--- config.mk ---
export PLATFORM = sky130hd
export DESIGN_NAME = id_exe_decode_stage
export DESIGN_NICKNAME = d
export VERILOG_FILES = /design/src/rtl/id_exe_decode_stage_pkg.sv /design/src/rtl/id_exe_decode_stage_control_unit.sv /design/src/rtl/id_exe_decode_stage.sv
export SDC_FILE = /design/constraint.sdc
export NUM_CORES = 1
export LEC_CHECK = 0
export BUFFER_PORTS_ARGS = -buffer_cell sky130_fd_sc_hd__buf_2
export CELL_PAD_IN_SITES_DETAIL_PLACEMENT = 0
export CELL_PAD_IN_SITES_GLOBAL_PLACEMENT = 1
export CORE_MARGIN = 4
export CORE_UTILIZATION = 29
export DETAILED_ROUTE_END_ITERATION = 8
export PLACE_DENSITY = 0.78
export SKIP_LAST_GASP = 1
export SYNTH_ARGS = -nofsm -noshare
export SYNTH_HDL_FRONTEND = slang
export SYNTH_HIERARCHICAL = 1
export SYNTH_SLANG_ARGS = --single-unit
--- constraint.sdc ---
create_clock -name clk -period 2.1 [get_ports clk]
set_input_delay 0.21 -clock clk [delete_from_list [all_inputs] [get_ports clk]]
set_output_delay 0.21 -clock clk [all_outputs]
set_load 0.01 [all_outputs]
--- src/rtl/id_exe_decode_stage_pkg.sv ---
// Shared decode constants: opcodes, ALU command encoding, branch types and
// instruction field positions. The exe_cmd values are shared with the ALU.
package id_exe_decode_stage_pkg;

    // Instruction field bit positions
    localparam int OPCODE_HI = 31;
    localparam int OPCODE_LO = 26;
    localparam int DEST_HI   = 25;
    localparam int DEST_LO   = 21;
    localparam int SRC1_HI   = 20;
    localparam int SRC1_LO   = 16;
    localparam int SRC2_HI   = 15;
    localparam int SRC2_LO   = 11;
    localparam int IMM_HI    = 15;
    localparam int IMM_LO    = 0;

    // Opcodes
    localparam logic [5:0] OP_NOP  = 6'd0;
    localparam logic [5:0] OP_ADD  = 6'd1;
    localparam logic [5:0] OP_SUB  = 6'd3;
    localparam logic [5:0] OP_AND  = 6'd5;
    localparam logic [5:0] OP_OR   = 6'd6;
    localparam logic [5:0] OP_NOR  = 6'd7;
    localparam logic [5:0] OP_XOR  = 6'd8;
    localparam logic [5:0] OP_SLA  = 6'd9;
    localparam logic [5:0] OP_SLL  = 6'd10;
    localparam logic [5:0] OP_SRA  = 6'd11;
    localparam logic [5:0] OP_SRL  = 6'd12;
    localparam logic [5:0] OP_ADDI = 6'd32;
    localparam logic [5:0] OP_SUBI = 6'd33;
    localparam logic [5:0] OP_LD   = 6'd36;
    localparam logic [5:0] OP_ST   = 6'd37;
    localparam logic [5:0] OP_BEZ  = 6'd40;
    localparam logic [5:0] OP_BNE  = 6'd41;
    localparam logic [5:0] OP_JMP  = 6'd42;

    // ALU execute commands
    localparam logic [3:0] EXE_ADD = 4'b0000;
    localparam logic [3:0] EXE_SUB = 4'b0010;
    localparam logic [3:0] EXE_AND = 4'b0100;
    localparam logic [3:0] EXE_OR  = 4'b0101;
    localparam logic [3:0] EXE_NOR = 4'b0110;
    localparam logic [3:0] EXE_XOR = 4'b0111;
    localparam logic [3:0] EXE_SLL = 4'b1000;
    localparam logic [3:0] EXE_SRA = 4'b1001;
    localparam logic [3:0] EXE_SRL = 4'b1010;

    // Branch types
    localparam logic [1:0] BR_NONE = 2'b00;
    localparam logic [1:0] BR_BEZ  = 2'b01;
    localparam logic [1:0] BR_BNE  = 2'b10;
    localparam logic [1:0] BR_JMP  = 2'b11;

    // Register-register ops read their second source from the src2 field
    function automatic logic is_rtype(input logic [5:0] op);
        case (op)
            OP_ADD, OP_SUB, OP_AND, OP_OR, OP_NOR, OP_XOR,
            OP_SLA, OP_SLL, OP_SRA, OP_SRL: return 1'b1;
            default:                        return 1'b0;
        endcase
    endfunction

    // Store and conditional branches read their second source from the dest field
    function automatic logic src2_from_dest(input logic [5:0] op);
        case (op)
            OP_ST, OP_BNE, OP_BEZ: return 1'b1;
            default:               return 1'b0;
        endcase
    endfunction

endpackage

--- src/rtl/id_exe_decode_stage_control_unit.sv ---
// Combinational opcode decoder producing ALU command and stage controls.
module id_exe_decode_stage_control_unit
    import id_exe_decode_stage_pkg::*;
(
    input  logic [5:0] opcode,
    output logic [3:0] exe_cmd,
    output logic       mem_r_en,
    output logic       mem_w_en,
    output logic       wb_en,
    output logic       is_imm,
    output logic [1:0] br_type,
    output logic       illegal
);

    // Opcode to control-word lookup; unknown opcodes flag illegal
    always_comb begin
        exe_cmd  = EXE_ADD;
        mem_r_en = 1'b0;
        mem_w_en = 1'b0;
        wb_en    = 1'b0;
        is_imm   = 1'b0;
        br_type  = BR_NONE;
        illegal  = 1'b0;
        case (opcode)
            OP_NOP:  ;
            OP_ADD:  begin exe_cmd = EXE_ADD; wb_en = 1'b1; end
            OP_SUB:  begin exe_cmd = EXE_SUB; wb_en = 1'b1; end
            OP_AND:  begin exe_cmd = EXE_AND; wb_en = 1'b1; end
            OP_OR:   begin exe_cmd = EXE_OR;  wb_en = 1'b1; end
            OP_NOR:  begin exe_cmd = EXE_NOR; wb_en = 1'b1; end
            OP_XOR:  begin exe_cmd = EXE_XOR; wb_en = 1'b1; end
            OP_SLA,
            OP_SLL:  begin exe_cmd = EXE_SLL; wb_en = 1'b1; end
            OP_SRA:  begin exe_cmd = EXE_SRA; wb_en = 1'b1; end
            OP_SRL:  begin exe_cmd = EXE_SRL; wb_en = 1'b1; end
            OP_ADDI: begin exe_cmd = EXE_ADD; wb_en = 1'b1; is_imm = 1'b1; end
            OP_SUBI: begin exe_cmd = EXE_SUB; wb_en = 1'b1; is_imm = 1'b1; end
            OP_LD:   begin mem_r_en = 1'b1; wb_en = 1'b1; is_imm = 1'b1; end
            OP_ST:   begin mem_w_en = 1'b1; is_imm = 1'b1; end
            OP_BEZ:  begin br_type = BR_BEZ; is_imm = 1'b1; end
            OP_BNE:  begin br_type = BR_BNE; is_imm = 1'b1; end
            OP_JMP:  begin br_type = BR_JMP; is_imm = 1'b1; end
            default: illegal = 1'b1;
        endcase
    end

endmodule

--- src/rtl/id_exe_decode_stage.sv ---
// Instruction decode plus ID/EXE pipeline register with stall, flush and
// a saturating illegal-opcode counter.
module id_exe_decode_stage
    import id_exe_decode_stage_pkg::*;
#(
    parameter int DATA_W = 32,
    parameter int CNT_W  = 8
) (
    input  logic              clk,
    input  logic              rst,
    input  logic              stall,
    input  logic              flush,
    input  logic              instr_valid,
    input  logic [31:0]       instruction,
    input  logic [DATA_W-1:0] pc_in,
    input  logic [DATA_W-1:0] reg1_data,
    input  logic [DATA_W-1:0] reg2_data,
    output logic [4:0]        src1,
    output logic [4:0]        src2,
    output logic [3:0]        exe_cmd,
    output logic [DATA_W-1:0] val1,
    output logic [DATA_W-1:0] val2,
    output logic [DATA_W-1:0] st_val,
    output logic [4:0]        dest,
    output logic              mem_r_en,
    output logic              mem_w_en,
    output logic              wb_en,
    output logic [1:0]        br_type,
    output logic [DATA_W-1:0] pc_out,
    output logic              out_valid,
    output logic [CNT_W-1:0]  illegal_cnt
);

    logic [5:0]        opcode;
    logic [15:0]       imm;
    logic [DATA_W-1:0] imm_sext;

    logic [3:0] dec_exe_cmd;
    logic       dec_mem_r_en;
    logic       dec_mem_w_en;
    logic       dec_wb_en;
    logic       dec_is_imm;
    logic [1:0] dec_br_type;
    logic       dec_illegal;
    logic       load_ok;

    logic [3:0]        exe_cmd_q,   exe_cmd_d;
    logic [DATA_W-1:0] val1_q,      val1_d;
    logic [DATA_W-1:0] val2_q,      val2_d;
    logic [DATA_W-1:0] st_val_q,    st_val_d;
    logic [4:0]        dest_q,      dest_d;
    logic              mem_r_en_q,  mem_r_en_d;
    logic              mem_w_en_q,  mem_w_en_d;
    logic              wb_en_q,     wb_en_d;
    logic [1:0]        br_type_q,   br_type_d;
    logic [DATA_W-1:0] pc_q,        pc_d;
    logic              valid_q,     valid_d;
    logic [CNT_W-1:0]  cnt_q,       cnt_d;

    assign opcode   = instruction[OPCODE_HI:OPCODE_LO];
    assign imm      = instruction[IMM_HI:IMM_LO];
    assign imm_sext = {{(DATA_W-16){imm[15]}}, imm};

    id_exe_decode_stage_control_unit u_control_unit (
        .opcode   (opcode),
        .exe_cmd  (dec_exe_cmd),
        .mem_r_en (dec_mem_r_en),
        .mem_w_en (dec_mem_w_en),
        .wb_en    (dec_wb_en),
        .is_imm   (dec_is_imm),
        .br_type  (dec_br_type),
        .illegal  (dec_illegal)
    );

    // Source register addresses for the register file and hazard unit
    always_comb begin
        src1 = instruction[SRC1_HI:SRC1_LO];
        src2 = 5'd0;
        if (is_rtype(opcode)) begin
            src2 = instruction[SRC2_HI:SRC2_LO];
        end else if (src2_from_dest(opcode)) begin
            src2 = instruction[DEST_HI:DEST_LO];
        end
    end

    assign load_ok = instr_valid && !dec_illegal && (opcode != OP_NOP);

    // Next-state: flush bubbles, stall holds, otherwise decode or bubble
    always_comb begin
        exe_cmd_d  = exe_cmd_q;
        val1_d     = val1_q;
        val2_d     = val2_q;
        st_val_d   = st_val_q;
        dest_d     = dest_q;
        mem_r_en_d = mem_r_en_q;
        mem_w_en_d = mem_w_en_q;
        wb_en_d    = wb_en_q;
        br_type_d  = br_type_q;
        pc_d       = pc_q;
        valid_d    = valid_q;
        cnt_d      = cnt_q;
        if (flush || !stall) begin
            exe_cmd_d  = 4'd0;
            val1_d     = '0;
            val2_d     = '0;
            st_val_d   = '0;
            dest_d     = 5'd0;
            mem_r_en_d = 1'b0;
            mem_w_en_d = 1'b0;
            wb_en_d    = 1'b0;
            br_type_d  = BR_NONE;
            pc_d       = '0;
            valid_d    = 1'b0;
            if (!flush && load_ok) begin
                exe_cmd_d  = dec_exe_cmd;
                val1_d     = reg1_data;
                val2_d     = dec_is_imm ? imm_sext : reg2_data;
                st_val_d   = (opcode == OP_ST) ? reg2_data : '0;
                dest_d     = instruction[DEST_HI:DEST_LO];
                mem_r_en_d = dec_mem_r_en;
                mem_w_en_d = dec_mem_w_en;
                wb_en_d    = dec_wb_en;
                br_type_d  = dec_br_type;
                pc_d       = pc_in;
                valid_d    = 1'b1;
            end
            // Only count illegal opcodes presented as valid and not flushed
            if (!flush && instr_valid && dec_illegal && (cnt_q != '1)) begin
                cnt_d = cnt_q + {{(CNT_W-1){1'b0}}, 1'b1};
            end
        end
    end

    // ID/EXE pipeline register with synchronous reset
    always_ff @(posedge clk) begin
        if (rst) begin
            exe_cmd_q  <= 4'd0;
            val1_q     <= '0;
            val2_q     <= '0;
            st_val_q   <= '0;
            dest_q     <= 5'd0;
            mem_r_en_q <= 1'b0;
            mem_w_en_q <= 1'b0;
            wb_en_q    <= 1'b0;
            br_type_q  <= BR_NONE;
            pc_q       <= '0;
            valid_q    <= 1'b0;
            cnt_q      <= '0;
        end else begin
            exe_cmd_q  <= exe_cmd_d;
            val1_q     <= val1_d;
            val2_q     <= val2_d;
            st_val_q   <= st_val_d;
            dest_q     <= dest_d;
            mem_r_en_q <= mem_r_en_d;
            mem_w_en_q <= mem_w_en_d;
            wb_en_q    <= wb_en_d;
            br_type_q  <= br_type_d;
            pc_q       <= pc_d;
            valid_q    <= valid_d;
            cnt_q      <= cnt_d;
        end
    end

    assign exe_cmd     = exe_cmd_q;
    assign val1        = val1_q;
    assign val2        = val2_q;
    assign st_val      = st_val_q;
    assign dest        = dest_q;
    assign mem_r_en    = mem_r_en_q;
    assign mem_w_en    = mem_w_en_q;
    assign wb_en       = wb_en_q;
    assign br_type     = br_type_q;
    assign pc_out      = pc_q;
    assign out_valid   = valid_q;
    assign illegal_cnt = cnt_q;

endmodule
==> results of run 1 <==
==> cells by family (layout without fill, tap and decap cells) <==
logic type,after synthesis,count (layout)
simple gates,181,181
compound gates,180,180
flops,151,151
buf+inv,60,361
mux,16,16
xor+xnor,3,3
fa+ha+maj,1,1
other cells,0,1
==> worst reg2reg max path: stages (launching register included) <==
cell	delay, ps
dfxtp_1	390
ha_1	260
nand3_1	100
o21bai_1	470
buf_4	230
mux2i_1	180
nor2_1	50
==> flip-flops by register name (all words and copies together) (netlist names) <==
signal	count
illegal_cnt	8
dest	5
wb_en	1
mem_r_en	1
br_type	2
exe_cmd	4
val2	32
out_valid	1
val1	32
mem_w_en	1
pc_out	32
st_val	32
==> worst max path at each step <==
stage / to / start / depth (start not counted)
finish: st_val[0] / instruction[28] / 9
floorplan: st_val[10] / instruction[28] / 9
detailed placement: st_val[31] / instruction[28] / 9
global route: illegal_cnt[1] / illegal_cnt[0] / 6
global placement: st_val[9] / instruction[29] / 9
CTS: st_val[16] / instruction[28] / 9
==> per-layer routing <==
metal / vias up / share of wire [%] / GRT usage [%]
met5: - / 0 / 0
met4: 0 / 1.4 / 5.17
met3: 18 / 6.7 / 4.88
met2: 184 / 48 / 26.4
met1: 2538 / 44 / 21.0
li1: 2717 / - / -
==> timing repair <==
action / 4_1_cts / 5_1_grt
endpoints found under the hold margin: 12 / 0
hold buffers: 12 / 0
buffers inserted: 0 / 0
==> final cells by class <==
cell class,instances,area [µm²]
tap,260,325
sequential,151,3020
timing repair buffer,326,1870
clock inverter,14,156
fill,1921,10800
multi-input combinational,381,2420
inverter,3,11.3
clock buffer,18,439
antenna,1,2.50
==> per-stage QoR <==
| stage | worst slack [ps] | total power [mW] | util (%) | hold slack, ps | instance area [µm²] |
|---|---|---|---|---|---|
| after floorplan | 14.7 | 3.18 | - | 336 | 5700 |
| after detailed placement | -207 | 3.44 | 39.6 | 420 | 7530 |
| after global placement | -181 | 3.44 | 39.6 | 420 | 7530 |
| after CTS | 220 | 6.55 | 43.4 | 0.136 | 8250 |
| after global routing | 78.0 | 6.72 | 43.4 | 8.27 | 8250 |
| final | 204 | 6.46 | 43.4 | 19.7 | 8250 |
==> synthesized netlist by cell type, types with 2 or more instances <==
master,instances
dfxtp_1,151
nor2_1,115
a22oi_1,93
a22o_1,37
clkbuf_1,36
nand2_1,24
o21ai_0,21
mux2_2,15
buf_2,12
a21oi_1,10
nand2b_1,6
buf_4,5
nand3_1,5
nand3b_1,4
nor2b_1,4
nor4_1,4
or4_1,4
a211oi_1,3
buf_6,3
o21ai_1,3
o31ai_1,3
or3_1,3
inv_1,2
nand4bb_1,2
nor3b_1,2
nor4b_2,2
o21bai_1,2
xor2_1,2
==> power groups by stage <==
| stage | clock, mW | combinational [mW] | sequential [mW] |
|---|---|---|---|
| after floorplan | 0 | 0.213 | 2.97 |
| final | 3.07 | 0.491 | 2.89 |
| after global placement | 0 | 0.479 | 2.96 |
| after detailed placement | 0 | 0.479 | 2.96 |
| after CTS | 3.16 | 0.498 | 2.89 |
| after global routing | 3.29 | 0.542 | 2.89 |
==> flow_summary.ini, run 1 <==
[status]
status = finished, final reports clean

[logic_synthesis]
synth_top_family_by_area = compound AO/OA/AOI/OAI gates
synth_simple_gate_area_share_pct = 14.9
ys_types = 47
async_flop_share_pct = 0
synth_cells = 592
syn_nets = 726
netlist.area_leader.share_pct = 53.1
syn_area_mm2 = 0.00569
synth_xor_xnor_area_share_pct = 0.462
synth.largest_area_cell = dfxtp_1
synth_compound_area_share_pct = 23.2
yosys.area_share.adder_pct = 0.220
ys_top_cells_by_area = dfxtp_1, a22oi_1, nor2_1
postSynthAreaPerCell_um2 = 9.61
synth-edff-count = 0
ys.flop_type = dfxtp_1
synthMuxAreaShare_pct = 3.15
synth-warning-count = 6
yosysSeqAreaShare_pct = 53.1
ys_ff_latch = 151

[global_route]
grt_pass1_wl_um = 29000
grt_usage_pct = 16.3
grt_max_degree = 95
overflow = 0
grt_pass1_vias = 5393
antenna_found_initial = 1

[min_path]
worstHoldPathCells = 3
hp-start = reg1_data[1]
hold_end = val1[1]
hold_path_class = in -> reg

[detailed_routing]
vias = 5457
routed_wl_um = 18200
drc = 0
avgRoutedWirePerCell_um = 15.8
drtIter0Drc = 240
drt-pass1-iter-count = 4
ant_nets = 0
vias_per_cell = 4.73

[worst_setup_path]
crit_buf_inv = 2
critical_path.top_delay_family = simple AND/OR/NAND/NOR gates
r2r_cells = 6
r2r_end = illegal_cnt[1]
cp_cell_sequence = buf_2 > nor2b_1 > nand3b_1 > a41o_1 > or4b_1 > a21oi_4 > nor4b_4 > buf_12 > a22o_1
cp.required_ps = 2450
reg2reg_from = illegal_cnt[0]
worstPathArrival_ps = 2250
end_kind = register
start_kind = primary input
cp_max_fo = 32
worstSetupPathType = in -> reg
critPathSlowestCell = or4b_1
reg2reg_slack_ps = 300
slowest_delay_ps = 540

[timing]
setup_tns_ps = 0
finalHoldViolations = 0
tightestPinTransition_ps = 570
clock_skew_ps = 1.31
setup_viol = 0
fin_crit_ps = 1900
final-max-slew-violation-count = 0
finalCritPeriodShare_pct = 90.3
max_slew_margin_pct = 61.9
fmax_mhz = 527
rsz0062_at_grt = false

[cells_and_area]
final_common_cell = buf_2
areaGrowthSynthToFinish_pct = 45.1
num-nets-final = 1014
stdcell_count = 1154
layout_common_cells = buf_2, dfxtp_1, nor2_1
drive_above_1_share_pct = 41.3

[floorplan]
die-width_um = 148
placementRows = 50
die-area_mm2 = 0.0219
start_util_pct = 29.9
die_y_um = 148
core-area_mm2 = 0.0190
io_pins = 294

[clock_network]
clkTransAtPathRegs_ps = 70
cts_sinks = 151
post_cts_resized = 0
root_buffer = clkbuf_16
cts_tree = built
ctsLongestPathBuffers = 2
numCtsBuffers = 17
clk_latency_ps = 400
htreeDepth = 4

[power]
power.share.sequential_pct = 44.8
pwr-share-clk_pct = 47.6
p_leak_nw = 3.81
ir_drop_mv = 0.494
p_sw_mw = 1.62
pwr-share-comb_pct = 7.6
sw_frac_of_total_pct = 25.2
p_int_mw = 4.83
p_per_area_mw_per_mm2 = 782

[placement]
io_buffers = 283
gp_congestion = 0.757
place_hpwl_um = 12800
placed_cells = 1109

[run]
drv_cap = 0
Power figures use the tool's default switching activity.
==> run 2, diff against run 1 <==
--- a/config.mk
+++ b/config.mk
@@ -12,6 +12,8 @@
 export CORE_UTILIZATION = 29
 export DETAILED_ROUTE_END_ITERATION = 8
 export PLACE_DENSITY = 0.78
+export RECOVER_POWER = 50
+export SETUP_SLACK_MARGIN = 0.5
 export SKIP_LAST_GASP = 1
 export SYNTH_ARGS = -nofsm -noshare
 export SYNTH_HDL_FRONTEND = slang
==> run 2 against run 1 <==
Net effect:
- non-clock buffer count increased by 23
- clock power decreased by 6%
- sequential share of layout area decreased by 2.0 points
- global-route usage increased by 0.79 points
- combinational power increased by 17%
- sequential cell count unchanged
- setup slack improved by 100 ps
- register-to-register slack improved by 280 ps
- fmax increased by 5.6%
- core utilization increased by 2.5 points
- total power decreased by 1.5%
- critical path type unchanged
==> flow_summary.ini, run 2 (same netlist as run 1, synthesis figures left out) <==
[floorplan]
die-width_um = 148
die-area_mm2 = 0.0219
core-area_mm2 = 0.0190
start_util_pct = 29.9
placementRows = 50
io_pins = 294
die_y_um = 148

[timing]
clock_skew_ps = 6.60
finalHoldViolations = 0
max_slew_margin_pct = 64.0
finalCritPeriodShare_pct = 85.5
final-max-slew-violation-count = 0
tightestPinTransition_ps = 541
fmax_mhz = 557
whs_ps = 21.4
fin_crit_ps = 1800
setup_viol = 0
rsz0062_at_grt = true
setup_tns_ps = 0

[cells_and_area]
num-nets-final = 1037
final_area_mm2 = 0.00872
areaGrowthSynthToFinish_pct = 53.3
layout_common_cells = dfxtp_1, clkbuf_1, buf_2
stdcell_count = 1178
num-fill-cells = 1969
drive_above_1_share_pct = 30.9

[clock_network]
ctsLongestPathBuffers = 2
root_buffer = clkbuf_16
clk_latency_ps = 420
numCtsBuffers = 17
cts_sinks = 151
cts_tree = built
htreeDepth = 4
clkTransAtPathRegs_ps = 60

[worst_setup_path]
cp.required_ps = 2440
slowest_delay_ps = 500
cp_max_fo = 8
worstSetupPathType = in -> reg
critical_path.top_delay_family = simple AND/OR/NAND/NOR gates
start_kind = primary input
crit_buf_inv = 4
critPathSlowestCell = or4b_4
worstPathArrival_ps = 2140
end_kind = register
cp_cell_sequence = buf_8 > nand2b_4 > a21o_1 > a41o_1 > or4b_4 > a21oi_4 > buf_6 > buf_12 > nand2_8 > buf_16 > o21ai_4

[detailed_routing]
vias_per_cell = 4.80
ant_nets = 0
drtIter0Drc = 242
vias = 5656
routed_wl_um = 19500
drt-pass1-iter-count = 4
drc = 0
avgRoutedWirePerCell_um = 16.5

[power]
p_leak_nw = 3.35
ir_drop_mv = 0.499
p_per_area_mw_per_mm2 = 729

[placement]
gp_congestion = 0.759
io_buffers = 283
post_dp_cell_area_mm2 = 0.00754
placed_cells = 1111
place_hpwl_um = 12900

[global_route]
grt_usage_pct = 17.1
grt_pass1_vias = 5569
grt_pass1_wl_um = 30100
grt_max_degree = 95
overflow = 0
antenna_found_initial = 2

[min_path]
hold_path_class = in -> reg

[status]
status = finished, final reports clean

[run]
drv_cap = 0
## run 2: cell types whose count changed in the layout (fill, tap and decap cells not counted), sizes merged, moves of 4 or more
| cell | delta |
|---|---|
| clkbuf | +152 |
| buf | -134 |
| clkinvlp | +4 |
| dlygate4sd3 | +4 |
## run 2: final cells by class
cell class              count  area, µm²  area share, %
inverters                   3       11.3          0.129
multi-input cells         381       2680           30.7
repair buffers            349       2120           24.3
well taps                 260        325           3.73
clock inverters            15        134           1.54
diodes                      2       5.00         0.0574
flip-flops and latches    151       3020           34.7
clock buffers              17        425           4.88
## run 2: routing by layer
layer	global-route usage, %	vias to the layer above	share of wire (%)
li1	-	2769	-
met2	29.0	195	50
met4	6.19	0	1.5
met1	20.8	2671	42
met5	0	-	0
met3	4.72	21	6.6
## run 2: final timing paths
path | from | end | slack (ps) | cells past startpoint
worst max-delay path | instruction[29] | val2[24] | 300 | 11
worst max register to register | illegal_cnt[0] | illegal_cnt[1] | 580 | 6
worst min register to register | val2[16] | val2[16] | 450 | 2
worst min-delay path | reg2_data[20] | st_val[20] | 20 | 2
## run 2: through the flow
step           util [%]  power (mW)  worst slack, ps
2_1_floorplan         -        3.19             40.2
3_3_place_gp       39.7        3.44             -131
3_5_place_dp       39.7        3.44             -185
4_1_cts            46.2        6.44              341
5_1_grt            45.9        6.62              252
6_report           45.9        6.36              305
## run 2: power by group
part | leakage [nW] | total (mW) | switching, mW | internal [mW]
clock | 0.257 | 2.89 | 1.33 | 1.56
combinational | 1.88 | 0.576 | 0.304 | 0.273
sequential | 1.22 | 2.89 | 0.0115 | 2.88
total | 3.35 | 6.36 | 1.65 | 4.71
## run 2: timing repair
action,4_1_cts,5_1_grt
hold buffers,16,0
hold endpoints to repair,16,0
setup buffers,7,2
setup endpoints to repair,150,151
gates cloned,7,1
gates resized for setup,80,19
pin swaps,38,28
